`config.mk`:
```
export PLATFORM = sky130hd
export DESIGN_NAME = port_uart_tx
export DESIGN_NICKNAME = d
export VERILOG_FILES = /design/src/rtl/port_uart_tx.sv
export SDC_FILE = /design/constraint.sdc
export NUM_CORES = 1
export LEC_CHECK = 0
export BUFFER_PORTS_ARGS = -buffer_cell sky130_fd_sc_hd__buf_4
export CAP_MARGIN = 15
export CORE_MARGIN = 4
export CORE_UTILIZATION = 30
export CTS_CLUSTER_SIZE = 16
export DETAILED_ROUTE_END_ITERATION = 10
export HOLD_SLACK_MARGIN = 0.1
export PLACE_DENSITY_LB_ADDON = 0.3
export SYNTH_ARGS = -nofsm -noshare
export SYNTH_HDL_FRONTEND = slang
export SYNTH_SLANG_ARGS = --single-unit
export TNS_END_PERCENT = 100
```
`constraint.sdc`:
```
create_clock -name clk -period 3.8 [get_ports clk]
set_input_delay 0.38 -clock clk [delete_from_list [all_inputs] [get_ports clk]]
set_output_delay 0.38 -clock clk [all_outputs]
set_load 0.02 [all_outputs]
```
`src/rtl/port_uart_tx.sv`:
```
// Port-mapped 8N1 serial transmitter: OUT to BASE_ADDR queues a byte, IN from
// BASE_ADDR+1 returns FIFO/line status. The serial line is driven from a register.
module port_uart_tx #(
    parameter int                   WORD_SIZE    = 16,
    parameter logic [WORD_SIZE-1:0] BASE_ADDR    = 16'h0010,
    parameter int                   CLKS_PER_BIT = 4,
    parameter int                   FIFO_LOG2    = 2
) (
    input  logic                 clk,
    input  logic                 do_reset,
    input  logic [WORD_SIZE-1:0] portaddr,
    input  logic [WORD_SIZE-1:0] portval,
    input  logic                 portget,
    input  logic                 portset,
    output logic [WORD_SIZE-1:0] portout,
    output logic                 tx
);

    localparam int                   DEPTH       = 1 << FIFO_LOG2;
    localparam int                   CNT_W       = FIFO_LOG2 + 1;
    localparam int                   BAUD_W      = (CLKS_PER_BIT > 1) ? $clog2(CLKS_PER_BIT) : 1;
    localparam logic [WORD_SIZE-1:0] STATUS_ADDR = BASE_ADDR + WORD_SIZE'(1);
    localparam logic [CNT_W-1:0]     FULL_CNT    = CNT_W'(DEPTH);
    localparam logic [BAUD_W-1:0]    BAUD_LAST   = BAUD_W'(CLKS_PER_BIT - 1);

    typedef enum logic [1:0] {IDLE, START, DATA, STOP} state_t;

    state_t               state;
    state_t               state_n;
    logic [BAUD_W-1:0]    baud_cnt;
    logic [BAUD_W-1:0]    baud_n;
    logic [2:0]           bit_idx;
    logic [2:0]           bit_n;
    logic [7:0]           shift_q;
    logic [7:0]           shift_n;
    logic                 tx_n;

    logic [7:0]           mem [DEPTH];
    logic [FIFO_LOG2-1:0] wr_ptr;
    logic [FIFO_LOG2-1:0] rd_ptr;
    logic [CNT_W-1:0]     count;
    logic                 ovf;

    logic                 data_wr;
    logic                 stat_wr;
    logic                 empty;
    logic                 full;
    logic                 busy;
    logic                 push;
    logic                 pop;
    logic [WORD_SIZE-1:0] status;
    logic                 unused_hi;

    assign unused_hi = ^portval[WORD_SIZE-1:8];

    assign data_wr = portset && (portaddr == BASE_ADDR);
    assign stat_wr = portset && (portaddr == STATUS_ADDR);
    assign empty   = (count == '0);
    assign full    = (count == FULL_CNT);
    assign busy    = (state != IDLE) || !empty;
    // Fullness is judged on the registered count, so a pop on the same edge cannot make room.
    assign push    = data_wr && !full;
    assign pop     = (state == IDLE) && !empty;

    always_ff @(posedge clk) begin
        if (do_reset) begin
            wr_ptr <= '0;
            rd_ptr <= '0;
            count  <= '0;
            ovf    <= 1'b0;
        end else begin
            if (push) begin
                wr_ptr <= wr_ptr + 1'b1;
            end
            if (pop) begin
                rd_ptr <= rd_ptr + 1'b1;
            end
            case ({push, pop})
                2'b10:   count <= count + 1'b1;
                2'b01:   count <= count - 1'b1;
                default: count <= count;
            endcase
            if (data_wr && full) begin
                ovf <= 1'b1;
            end else if (stat_wr) begin
                ovf <= 1'b0;
            end
        end
    end

    always_ff @(posedge clk) begin
        if (push) begin
            mem[wr_ptr] <= portval[7:0];
        end
    end

    always_ff @(posedge clk) begin
        if (do_reset) begin
            state    <= IDLE;
            baud_cnt <= '0;
            bit_idx  <= '0;
            tx       <= 1'b1;
        end else begin
            state    <= state_n;
            baud_cnt <= baud_n;
            bit_idx  <= bit_n;
            tx       <= tx_n;
        end
    end

    always_ff @(posedge clk) begin
        shift_q <= shift_n;
    end

    always_comb begin
        state_n = state;
        baud_n  = baud_cnt;
        bit_n   = bit_idx;
        shift_n = shift_q;
        tx_n    = 1'b1;
        case (state)
            IDLE: begin
                if (pop) begin
                    shift_n = mem[rd_ptr];
                    baud_n  = '0;
                    state_n = START;
                end
            end
            START: begin
                if (baud_cnt == BAUD_LAST) begin
                    baud_n  = '0;
                    bit_n   = '0;
                    state_n = DATA;
                end else begin
                    baud_n = baud_cnt + 1'b1;
                end
            end
            DATA: begin
                if (baud_cnt == BAUD_LAST) begin
                    baud_n  = '0;
                    shift_n = {1'b0, shift_q[7:1]};
                    if (bit_idx == 3'd7) begin
                        state_n = STOP;
                    end else begin
                        bit_n = bit_idx + 1'b1;
                    end
                end else begin
                    baud_n = baud_cnt + 1'b1;
                end
            end
            STOP: begin
                if (baud_cnt == BAUD_LAST) begin
                    baud_n  = '0;
                    state_n = IDLE;
                end else begin
                    baud_n = baud_cnt + 1'b1;
                end
            end
            default: state_n = IDLE;
        endcase
        // Line level is computed for the state being entered so tx changes on the same edge.
        case (state_n)
            START:   tx_n = 1'b0;
            DATA:    tx_n = shift_n[0];
            default: tx_n = 1'b1;
        endcase
    end

    always_comb begin
        status             = '0;
        status[0]          = empty;
        status[1]          = full;
        status[2]          = busy;
        status[3]          = ovf;
        status[4 +: CNT_W] = count;
        portout            = (portget && (portaddr == STATUS_ADDR)) ? status : '0;
    end

endmodule
```
## Word level (Yosys, flattened, before mapping)

Memory sizes are Yosys's and may differ from the RTL's. A register that Yosys moved wholly into a read port is not among the register bits.
Cells that the tools add are included.

- RAM bits: 32
- Register bits: 24
- Memories kept: 1
- Output and inout port bits: 17
- Word-level logic and storage cells: 77

- Multiplexer cells: 25
- $add $sub $neg: 6
- Reduce and logical (&&, ||, !) cells: 19
- Equal/unequal tests: 16

Memory list:

| name | words | width | read ports | clocked after memory_dff | write ports | line | text |
|---|---|---|---|---|---|---|---|
| mem | 4 | 8 | 1 | 1 | 1 | 38 | `logic [7:0] mem [DEPTH];` |

Operators by type and width:

| operator | number |
|---|---|
| $eq A16 B5 Y1 const B | 2 |
| $mux W2 | 9 |
| $mux W8 | 2 |
| $pmux W8 S2 | 1 |
| $pmux W3 S2 | 2 |
| $eq A2 B2 Y1 const B | 5 |
| $reduce_bool A2 Y1 | 5 |
| $mux W3 | 3 |
| $ne A2 B2 Y1 const B | 4 |
| $pmux W2 S4 | 1 |
| $mux W7 | 1 |
| $add A2 B1 Y2 const B | 3 |
| $add A3 B1 Y3 const B | 2 |
| $eq A2 B1 Y1 const B | 3 |
| $eq A3 B3 Y1 const B | 2 |
| $logic_and A1 B1 Y1 | 6 |
| $mux W1 | 4 |
| $pmux W2 S2 | 1 |
| $reduce_and A4 Y1 | 1 |
| $logic_not A3 Y1 | 1 |
| $reduce_and A3 Y1 | 1 |
| $reduce_or A3 Y1 | 1 |
| $sub A3 B1 Y3 const B | 1 |
| $logic_not A1 Y1 | 2 |
| other kinds (3) | 3 |

## Depth between registers and ports, before layout

- Depth in word-level cells: 7
- Mapped depth: 10

## Worst setup path before layout

OpenSTA, ideal clock, no wires.

- Path kind: register to register
- Start: register count[2]
- End: register count[2]
- Slack: 1.527 ns
- Arrival time: 2.202 ns
- Stages on the path, launching flop included: 11
- Buffers on the path: 0
- Path through: dfxtp_1 or3b_2 nand4b_1 nor2_1 inv_1 ha_1 inv_1 fa_1 xor2_1 or3_1 a21oi_1

- Word-level cells in the longest chain between the ends: 5
- Elaborated cells on any way between the ends: 12
- Classes of those cells: add/sub: 2; eq/ne: 3; mux: 1; reduce/logical: 6

RTL lines:

| element | line | text |
|---|---|---|
| start, declared | 41 | `logic [CNT_W-1:0] count;` |
| start signal, assigned | 79 | `2'b10: count <= count + 1'b1;` |
| start signal, assigned | 80 | `2'b01: count <= count - 1'b1;` |
| start signal, assigned | 81 | `default: count <= count;` |
| $eq A3 B3 Y1 / $logic_not A3 Y1 (equally long branches) | 59, 58 |  |
| $logic_not A1 Y1 (on tied branches) | 62, 63 |  |
| $logic_and A1 B1 Y1 (on tied branches) | 62, 63 |  |
| $eq A2 B1 Y1 / $eq A2 B2 Y1 (equally long branches) | 78 | `case ({push, pop})` |
| $pmux W3 S2 / $reduce_bool A2 Y1 (equally long branches) | n/a |  |

Parallel ways exist; a longest one is shown, timed or not.
A chain may end at the register's enable or synchronous reset.

## Worst setup path in the final report

Ends and elaborated chain as after synthesis.

==> flow_metrics.env <==
export IMPL_cts_sinks=58
export IMPL_synth_edf_count=39
export IMPL_yosysWarnings=0
export IMPL_multiInputGateArea_um2=930
export IMPL_drv_cap=0
export IMPL_finalHoldViolCount=0
export IMPL_postSynth_asyncResetShare=0
export IMPL_rsz0062_at_grt="false"
export IMPL_grt_util_all_layers=0.0939
export IMPL_ys_seq_elements=58
export IMPL_combPwrFrac=0.030
export IMPL_synthTopCellsByArea="edfxtp_1 45%, dfxtp_1 15%, mux4_2 7.0%"
export IMPL_p_sw_mw=0.259
export IMPL_max_slew_margin=0.557
export IMPL_fp_row_count=33
export IMPL_dpl_hpwl_um=3130
export IMPL_die_height_um=101
export IMPL_drc=0
export IMPL_grt_pass1_wl_um=7290
export IMPL_status="complete, no violations"
export IMPL_core_um2=8300
export IMPL_rrSetupSlack_ps=1310
export IMPL_endpoint_kind="flop"
export IMPL_min_from="portval[6]"
export IMPL_mostFrequentLayoutCells="39 x edfxtp_1, 35 x buf_4, 19 x dfxtp_1"
export IMPL_area_growth_pct=22.2
export IMPL_cts_resized=0
export IMPL_firstDrtPassIters=4
export IMPL_hp_class="in2reg"
export IMPL_critPathMostFrequentCell="inv_1"
export IMPL_cp_max_fo=6
export IMPL_start_kind="flop"
export IMPL_path_clk_slew_ps=70
export IMPL_vias_per_cell=4.59
export IMPL_period_needed_ps=2490
export IMPL_fill_cells=793
export IMPL_drive_above_1_share=0.270
export IMPL_p_sw_frac=0.179
export IMPL_ioPinCount=53
export IMPL_grt_ovfl_total=0
export IMPL_pre_cts_ws_ps=1320
export IMPL_ys_seq_area_frac=0.601
export IMPL_cts_tree="built"
export IMPL_grt_pass1_vias=1552
export IMPL_grt_max_degree=19
export IMPL_clockBufferDepth=2
export IMPL_leakagePower_nw=1.18
export IMPL_synth_flop_cell="edfxtp_1"
export IMPL_postCtsSetupBuffers=0
export IMPL_reg2reg_from="count[2]$_SDFFE_PP0P_"
export IMPL_setup_viol=0
export IMPL_die_area_um2=10200
export IMPL_cp_required_ps=4060
export IMPL_synth_top_area_frac=0.454
export IMPL_synthCells=196
export IMPL_die_x_um=101
export IMPL_internal_power_mw=1.19
export IMPL_dr_total_vias=1570
export IMPL_reg2reg_to="count[2]$_SDFFE_PP0P_"
export IMPL_rr_worst_depth=10
export IMPL_clock_skew_ps=5.85
export IMPL_slowest_stage="or3b_2"
export IMPL_postSynthAreaPerCell_um2=13.2
export IMPL_fmax_mhz=401
export IMPL_tightest_slew_ps=661
export IMPL_critPathKind="reg2reg"
export IMPL_pwr_share_clk=0.506
export IMPL_root_buffer="clkbuf_8"
export IMPL_yosysUniqueCellTypes=42
export IMPL_start_util=0.311
export IMPL_final_seq_area_um2=1550
export IMPL_worstPathCellList="or3b_2, nand4b_1, nor2_1, inv_1, ha_1, inv_1, fa_1, xor2_1, or3_1, a21oi_1"
export IMPL_initialDrtViolationCount=52
export IMPL_place_gp_congestion=0.730
export IMPL_io_buffers=35
export IMPL_antenna_diode_count=0
export IMPL_max_stage_delay_ps=520
export IMPL_antenna_found_initial=0
export IMPL_layout_setup_ws_ps=1310
export IMPL_wirelength_um=4460
export IMPL_finalSetupTns_ps=0
export IMPL_power_density_nw_per_um2=459
export IMPL_htreeDepth=3
export IMPL_fin_crit_sh=0.656
export IMPL_wl_per_cell_um=13.0
export IMPL_seq_power_share=0.465
export IMPL_peakVddDrop_v=0.000230
export IMPL_crit_arrival_ps=2750
export IMPL_hold_path_end="mem[3][6]$_DFFE_PP_"
export IMPL_clk_latency_ps=330
export IMPL_netlist_area_um2=2580
export IMPL_nNetsFinal=278
export IMPL_whs_path_depth=1
export IMPL_holdBufCountCts=0
export IMPL_cts_buffers=9
export IMPL_final_antenna_net_count=0
export IMPL_layout_commonest_cell="edfxtp_1"
export IMPL_drv_slew=0
export IMPL_synth_top_area_cell="edfxtp_1"
-- worst max path at each step --
stage,from,end,slack [ps],depth (start not counted)
2_1_floorplan,count[2]$_SDFFE_PP0P_,count[2]$_SDFFE_PP0P_,1530,10
3_3_place_gp,count[2]$_SDFFE_PP0P_,count[2]$_SDFFE_PP0P_,1360,10
3_5_place_dp,count[2]$_SDFFE_PP0P_,count[2]$_SDFFE_PP0P_,1320,10
4_1_cts,count[0]$_SDFFE_PP0P_,count[2]$_SDFFE_PP0P_,1300,8
5_1_grt,count[0]$_SDFFE_PP0P_,count[2]$_SDFFE_PP0P_,1120,8
6_report,count[2]$_SDFFE_PP0P_,count[2]$_SDFFE_PP0P_,1310,10
-- worst max-delay path: cells and delay by family (launching register included) --
family,cells,cell delay [ps]
compound gates,1,130
xor+xnor,1,160
fa+ha+maj,2,540
buf+inv,2,120
flops,1,410
simple gates,4,1060
-- metal layers --
metal | track usage | vias up | routed length, um
li1 | - | 776 | -
met1 | 0.107 | 750 | 1960
met2 | 0.156 | 36 | 2200
met3 | 0.0263 | 8 | 196
met4 | 0.0560 | 0 | 106
met5 | 0 | - | 0
-- registers in the layout (all words and copies together), names as in the netlist, named ones only --
register / cells
mem: 32
count: 3
baud_cnt: 2
wr_ptr: 2
ovf: 1
shift_q: 8
state: 2
tx: 1
rd_ptr: 2
bit_idx: 3
-- power groups by stage --
stage               logic, mW  registers (mW)  clock network [mW]
finish                 0.0430           0.673               0.732
global placement       0.0422           0.687                   0
CTS                    0.0431           0.673               0.745
detailed placement     0.0431           0.687                   0
floorplan              0.0231           0.687                   0
global route           0.0470           0.673               0.778
-- cell families after synthesis --
| family | synth area share |
|---|---|
| AOI/OAI and AO/OA | 0.0645 |
| adders and majority gates | 0.0465 |
| DFF | 0.601 |
| other | 0.00145 |
| xor gates and xnor gates | 0.0170 |
| muxes | 0.0814 |
| buffers and inverters | 0.0504 |
| and+or+nand+nor | 0.138 |
-- final cells by class --
class | instances | share of cell area
clock inverters | 6 | 0.0412
well taps | 105 | 0.0416
inverters | 7 | 0.00833
flip-flops and latches | 58 | 0.492
clock buffers | 9 | 0.0393
repair buffers | 35 | 0.0833
multi-input cells | 122 | 0.295
-- metrics by stage --
stage          area [um2]  std cells  total power, mW  hold slack [ps]   util
3_3_place_gp         2900        327            0.729              454  0.350
2_1_floorplan        2610        204            0.710              432      -
6_report             3160        342             1.45              250  0.380
3_5_place_dp         2900        327            0.730              469  0.350
4_1_cts              3160        342             1.46              236  0.380
5_1_grt              3160        342             1.50              232  0.380
-- synth_stat cells (2+ instances only) --
library cell	number
nor2_1	18
or2_2	2
and3b_1	2
a22o_1	6
o21ai_0	5
buf_4	10
nor2b_1	5
dfxtp_1	19
buf_2	2
mux4_2	8
nand3_1	6
a21oi_1	7
and3_1	6
clkbuf_1	5
edfxtp_1	39
ha_1	8
mux2i_1	3
xor2_1	4
nand2_1	5
inv_1	7
and2_1	4
nor3_1	5
No activity file was read; power rests on OpenSTA's default activity.
